`src/rtl/sevenseg_capture.sv`:
```
`default_nettype none
// ============================================================================
// Module   : sevenseg_capture
// Brief    : Receives a multiplexed seven-segment bus, recovers the four
//            displayed codes and publishes them once stable over frames.
// Revision : 1.0 - initial release
// ============================================================================
module sevenseg_capture #(
    parameter int SETTLE_CYCLES  = 4,
    parameter int MATCH_FRAMES   = 2,
    parameter int TIMEOUT_CYCLES = 1048576
) (
    input  logic        clk,
    input  logic        rst,
    input  logic [6:0]  segments,
    input  logic [3:0]  anodes,
    output logic [15:0] digits,
    output logic        frame_valid,
    output logic        bad_pattern,
    output logic        display_off
);

    localparam int                   c_CNT_W       = $clog2(SETTLE_CYCLES + 1);
    localparam logic [c_CNT_W-1:0]   c_SETTLE_LAST = c_CNT_W'(SETTLE_CYCLES - 1);
    localparam int                   c_MATCH_W     = $clog2(MATCH_FRAMES + 1);
    localparam logic [c_MATCH_W-1:0] c_MATCH_MAX   = c_MATCH_W'(MATCH_FRAMES);
    localparam int                   c_TO_W        = $clog2(TIMEOUT_CYCLES + 1);
    localparam logic [c_TO_W-1:0]    c_TO_MAX      = c_TO_W'(TIMEOUT_CYCLES);

    typedef enum logic [1:0] {
        ST_WAIT   = 2'd0,
        ST_SETTLE = 2'd1,
        ST_HELD   = 2'd2
    } state_t;

    function automatic logic [3:0] f_decode(input logic [6:0] seg);
        case (seg)
            7'b1000000: return 4'h0;
            7'b1111001: return 4'h1;
            7'b0100100: return 4'h2;
            7'b0110000: return 4'h3;
            7'b0011001: return 4'h4;
            7'b0010010: return 4'h5;
            7'b0000010: return 4'h6;
            7'b1111000: return 4'h7;
            7'b0000000: return 4'h8;
            7'b0010000: return 4'h9;
            7'b1111111: return 4'hA;
            7'b0111111: return 4'hB;
            default:    return 4'hF;
        endcase
    endfunction

    logic [3:0]           r_an;
    logic [6:0]           r_seg;
    state_t               r_state;
    state_t               w_state_nxt;
    logic [c_CNT_W-1:0]   r_settle;
    logic [c_CNT_W-1:0]   w_settle_nxt;
    logic                 w_change;
    logic                 w_capture;
    logic                 w_sel_valid;
    logic [1:0]           w_sel_idx;
    logic [3:0]           w_code;
    logic [15:0]          r_buf;
    logic [15:0]          r_prev;
    logic [15:0]          r_digits;
    logic [3:0]           r_mask;
    logic [c_MATCH_W-1:0] r_match;
    logic [c_MATCH_W-1:0] w_match_nxt;
    logic                 w_full;
    logic                 w_publish;
    logic [c_TO_W-1:0]    r_to;
    logic                 r_frame_valid;
    logic                 r_bad;
    logic                 r_off;
    logic                 r_published;

    // The raw bus is compared with its registered copy so the settle count
    // restarts in the same edge that loads the new value.
    assign w_change = ({anodes, segments} != {r_an, r_seg});
    assign w_code   = f_decode(r_seg);
    assign w_full   = &r_mask;

    always_comb begin
        w_sel_valid = 1'b1;
        w_sel_idx   = 2'd0;
        case (r_an)
            4'b1110: w_sel_idx = 2'd0;
            4'b1101: w_sel_idx = 2'd1;
            4'b1011: w_sel_idx = 2'd2;
            4'b0111: w_sel_idx = 2'd3;
            default: w_sel_valid = 1'b0;
        endcase
    end

    always_comb begin
        w_state_nxt  = r_state;
        w_settle_nxt = r_settle;
        w_capture    = 1'b0;
        if (w_change) begin
            w_state_nxt  = ST_SETTLE;
            w_settle_nxt = '0;
        end else if (r_state == ST_SETTLE) begin
            if (r_settle == c_SETTLE_LAST) begin
                w_capture   = w_sel_valid;
                w_state_nxt = w_sel_valid ? ST_HELD : ST_WAIT;
            end else begin
                w_settle_nxt = r_settle + 1'b1;
            end
        end
    end

    always_comb begin
        w_match_nxt = r_match;
        if (r_buf != r_prev) begin
            w_match_nxt = c_MATCH_W'(1);
        end else if (r_match != c_MATCH_MAX) begin
            w_match_nxt = r_match + 1'b1;
        end
    end

    assign w_publish = w_full && (w_match_nxt == c_MATCH_MAX);

    always_ff @(posedge clk) begin
        if (rst) begin
            r_an          <= 4'hF;
            r_seg         <= 7'h7F;
            r_state       <= ST_WAIT;
            r_settle      <= '0;
            r_buf         <= '0;
            r_prev        <= '0;
            r_mask        <= '0;
            r_match       <= '0;
            r_to          <= '0;
            r_digits      <= 16'hAAAA;
            r_frame_valid <= 1'b0;
            r_bad         <= 1'b0;
            r_off         <= 1'b0;
            r_published   <= 1'b0;
        end else begin
            r_an          <= anodes;
            r_seg         <= segments;
            r_state       <= w_state_nxt;
            r_settle      <= w_settle_nxt;
            r_frame_valid <= 1'b0;

            if (w_full) begin
                r_prev  <= r_buf;
                r_match <= w_match_nxt;
                r_mask  <= '0;
                if (w_publish) begin
                    r_digits    <= r_buf;
                    r_published <= 1'b1;
                    if (!r_published || (r_buf != r_digits)) begin
                        r_frame_valid <= 1'b1;
                    end
                end
            end

            // Later assignments win, so a capture re-sets its mask bit even
            // in the cycle a completed frame clears the mask.
            if (w_capture) begin
                r_buf[{w_sel_idx, 2'b00} +: 4] <= w_code;
                r_mask[w_sel_idx]              <= 1'b1;
                r_to                           <= '0;
                r_off                          <= 1'b0;
                if (w_code == 4'hF) begin
                    r_bad <= 1'b1;
                end
            end else if (r_to != c_TO_MAX) begin
                r_to <= r_to + 1'b1;
                if (r_to == c_TO_MAX - 1'b1) begin
                    r_off   <= 1'b1;
                    r_mask  <= '0;
                    r_match <= '0;
                end
            end
        end
    end

    assign digits      = r_digits;
    assign frame_valid = r_frame_valid;
    assign bad_pattern = r_bad;
    assign display_off = r_off;

endmodule
`default_nettype wire

```
`config.mk`:
```
export PLATFORM = sky130hd
export DESIGN_NAME = sevenseg_capture
export DESIGN_NICKNAME = d
export VERILOG_FILES = /design/src/rtl/sevenseg_capture.sv
export SDC_FILE = /design/constraint.sdc
export NUM_CORES = 1
export LEC_CHECK = 0
export CELL_PAD_IN_SITES_DETAIL_PLACEMENT = 0
export CELL_PAD_IN_SITES_GLOBAL_PLACEMENT = 2
export CORE_MARGIN = 3
export CORE_UTILIZATION = 40
export DETAILED_ROUTE_END_ITERATION = 8
export PLACE_DENSITY_LB_ADDON = 0.1
export SLEW_MARGIN = 10
export SYNTH_ARGS = -nofsm -noshare
export SYNTH_HDL_FRONTEND = slang
export SYNTH_SLANG_ARGS = --single-unit
```
`constraint.sdc`:
```
create_clock -name clk -period 2.8 [get_ports clk]
set_input_delay 0.7 -clock clk [delete_from_list [all_inputs] [get_ports clk]]
set_output_delay 0.7 -clock clk [all_outputs]
set_load 0.02 [all_outputs]
```
==> summary.txt <==
Clock network
  – H-tree depth: 3
  – Number of hold buffers added after CTS: 0
  – # clock sinks: 95
  – Skew-Pair Late Insertion Delay: 0.35 ns
  – Setup Fix Bufs, Post-CTS: 0
  – PostCTS Resize Cnt: 0
  – Clock Tree Root: clkbuf_16
  – Reg clk slew, reported paths: 0.07 ns
  – CTS tree: yes
  – CTS buffer count: 9
  – Clk buf depth: 2

Yosys
  – Post-synthesis sequential area ratio: 41.06%
  – Synthesized area per cell: 9.047 µm²
  – Post-synth ARST share: 0%
  – Synth Cell Area: 0.004632 mm²
  – Most instantiated library cell after synthesis: dfxtp_1
  – Synth top area share: 41.06%
  – Synth Net Count: 537
  – EDFF count, synth: 0
  – Largest cells by area after synthesis: dfxtp_1 41%, xor2_1 7.2%, xnor2_1 5.5%, nor2_1 4.2%, nand2_1 3.6%
  – Gate Count Post-Synth: 512
  – Synth warnings: 0
  – Flops & latches, synth: 95
  – Synth cell count leaders: 95 x dfxtp_1, 52 x nor2_1, 44 x nand2_1
  – Yosys cell types: 53
  – Yosys top cell by area: dfxtp_1
  – Main flop type after synthesis: dfxtp_1

Setup path
  – Data required, critical path: 3.05 ns
  – CP arrival: 2.53 ns
  – Flop2flop setup slack: 0.53 ns
  – Critical setup path kind: input port to register
  – CP startpoint kind: input port
  – Critical Path End Type: register
  – Maximum fanout along the worst path: 14

Die
  – Die X: 113.6 µm
  – Die Area: 0.01291 mm²
  – I/O pin count: 32
  – Core area: 0.01108 mm²
  – Die Ht: 113.6 µm
  – # rows: 38
  – Initial Util: 41.81%

Drt
  – DR iter-0 viols: 164
  – Routed vias: 3,573
  – Vias/cell: 5.178
  – Remaining DRCs: 0
  – Metal3 WL: 318 µm
  – Antenna viol nets, final: 0
  – DRT met1 WL: 5294 µm
  – Metal2 WL: 4792 µm
  – Final WL: 10,600 µm
  – Drt first pass iters: 4
  – Max Used Layer: met4
  – Post-DR wirelength/cell: 15.36 µm

Place
  – Dpl cells: 674
  – Gpl congestion: 0.7900
  – Number of port buffers: 31
  – DP Wirelength: 7672 µm

Global route
  – First-pass GRT wire length: 18,260 µm
  – Largest net degree at the start of global routing: 41
  – Initial antenna violation count: 0
  – All-Layer GR Usage: 17.81%
  – Number of global-route vias before repair: 3,562
  – Remaining Overflow, GRT: 0

Timing
  – Final period util: 81.24%
  – Final hold vios: 0
  – Worst-margin pin slew: 0.5548 ns
  – RSZ-0062 raised after global routing: false
  – FMAX: 439.6 MHz
  – Slew margin rel.: 62.94%
  – Clock skew after layout: 0.004854 ns
  – Setup TNS: 0 ns
  – Setup violators final: 0
  – Fin crit period: 2.275 ns
  – Final Max Slew Viols: 0

Final layout
  – Layout cell share with drive strength beyond 1: 9.818%
  – Fill cells: 1,097
  – ANT cells: 0
  – Fin nets: 570
  – Post-route insts no fill: 690
  – Area growth syn-to-layout: 16.75%

Hold path
  – HP Class: register to register

Job
  – # Max-Cap Violations: 0

Power and ir drop
  – Flop pwr share: 49.4%
  – Net Sw Frac: 23.21%
  – Peak VDD IR: 0.2787 mV
  – Net switching power: 0.0006515 W
  – Leak pwr: 1.944 nW
  – Int Power: 0.002156 W
  – Logic pwr share: 6.1%
  – Clk pwr share: 44.5%
  – PD cells: 519.2 mW/mm²

Status
  – Status: completed
## per-layer routing
metal | GRT usage (%) | up-vias
met4 | 6.971 | 0
met3 | 3.130 | 12
li1 | - | 1836
met1 | 23.99 | 1677
met2 | 28.43 | 48
met5 | 0 | -
## path summary, 6_finish.rpt
kind | startpoint | end | depth (start not counted)
setup / recovery | segments[5] | r_buf[8]$_SDFFE_PP0P_ | 8
hold reg to reg | r_published$_SDFFE_PP0P_ | r_published$_SDFFE_PP0P_ | 2
setup reg to reg | r_buf[4]$_SDFFE_PP0P_ | digits[15]$_SDFFE_PP1P_ | 5
hold / removal | r_published$_SDFFE_PP0P_ | r_published$_SDFFE_PP0P_ | 2
## state kept, by name, indices dropped and copies added, names as in the netlist, 3 cells and up
name and count:
digits 16, r_buf 16, r_mask 4, r_to 21, r_settle 3, r_an 4
r_prev 16, r_seg 7
## power groups by stage
stage,registers (W),logic (W),clock network (W)
after floorplan,0.00140,0.000133,0
after global placement,0.00142,0.000169,0
after CTS,0.00139,0.000171,0.00129
final,0.00139,0.000171,0.00125
after detailed placement,0.00142,0.000171,0
after global routing,0.00139,0.000191,0.00134
## cells by family after synthesis
logic type	synth area share, %
AOI/OAI and AO/OA	10.02
muxes	3.458
adders and majority gates	3.241
and+or+nand+nor	24.34
xor gates and xnor gates	12.67
DFF	41.06
buffers and inverters	5.213
## stage by stage
step | area [µm²] | total power [W] | hold slack [ns] | worst slack (ns) | utilization (%)
2_1_floorplan | 4632 | 0.001536 | 0.4210 | 0.7166 | -
3_3_place_gp | 5107 | 0.001585 | 0.4355 | 0.1728 | 46.10
3_5_place_dp | 5107 | 0.001587 | 0.4366 | 0.1221 | 46.10
4_1_cts | 5408 | 0.002845 | 0.4508 | 0.4829 | 48.81
5_1_grt | 5408 | 0.002918 | 0.4699 | 0.3545 | 48.81
6_report | 5408 | 0.002807 | 0.4496 | 0.5254 | 48.81
## cells in the final DEF (no fill, tap or decap), types with 3 or more instances in the layout
cell type	n
o22ai_1	8
a21oi_1	28
nor2_1	52
nand2_1	44
clkinvlp_4	3
nor4_1	16
nand2b_1	20
nand4b_1	3
xnor2_1	29
nand3_1	11
a211o_1	3
a22oi_1	4
nand3b_1	3
clkdlybuf4s50_1	30
mux2i_1	16
and4_1	5
inv_1	21
nor4b_1	3
nand4_1	14
ha_1	12
xor2_1	38
dfxtp_1	95
and3_1	4
o32ai_1	7
buf_12	3
or2_2	12
o21ai_0	5
buf_4	13
clkbuf_16	9
nor3_1	7
## worst max-delay path, stage by stage
cell,delay (ns)
clkdlybuf4s50_1,0.43
xor2_1,0.15
nor4_1,0.34
buf_4,0.18
and4_1,0.22
buf_12,0.15
nand3_1,0.12
o32ai_1,0.24
## final cells by class
type | instances | area (µm²) | share of cell area (%)
clock buffer | 11 | 242.7 | 4.489
clock inverter | 5 | 57.56 | 1.064
inverter | 21 | 78.83 | 1.458
multi-input combinational | 371 | 2489 | 46.02
sequential | 95 | 1902 | 35.17
tap | 140 | 175.2 | 3.239
timing repair buffer | 47 | 462.9 | 8.561
No activity file was read; power rests on OpenSTA's default activity.
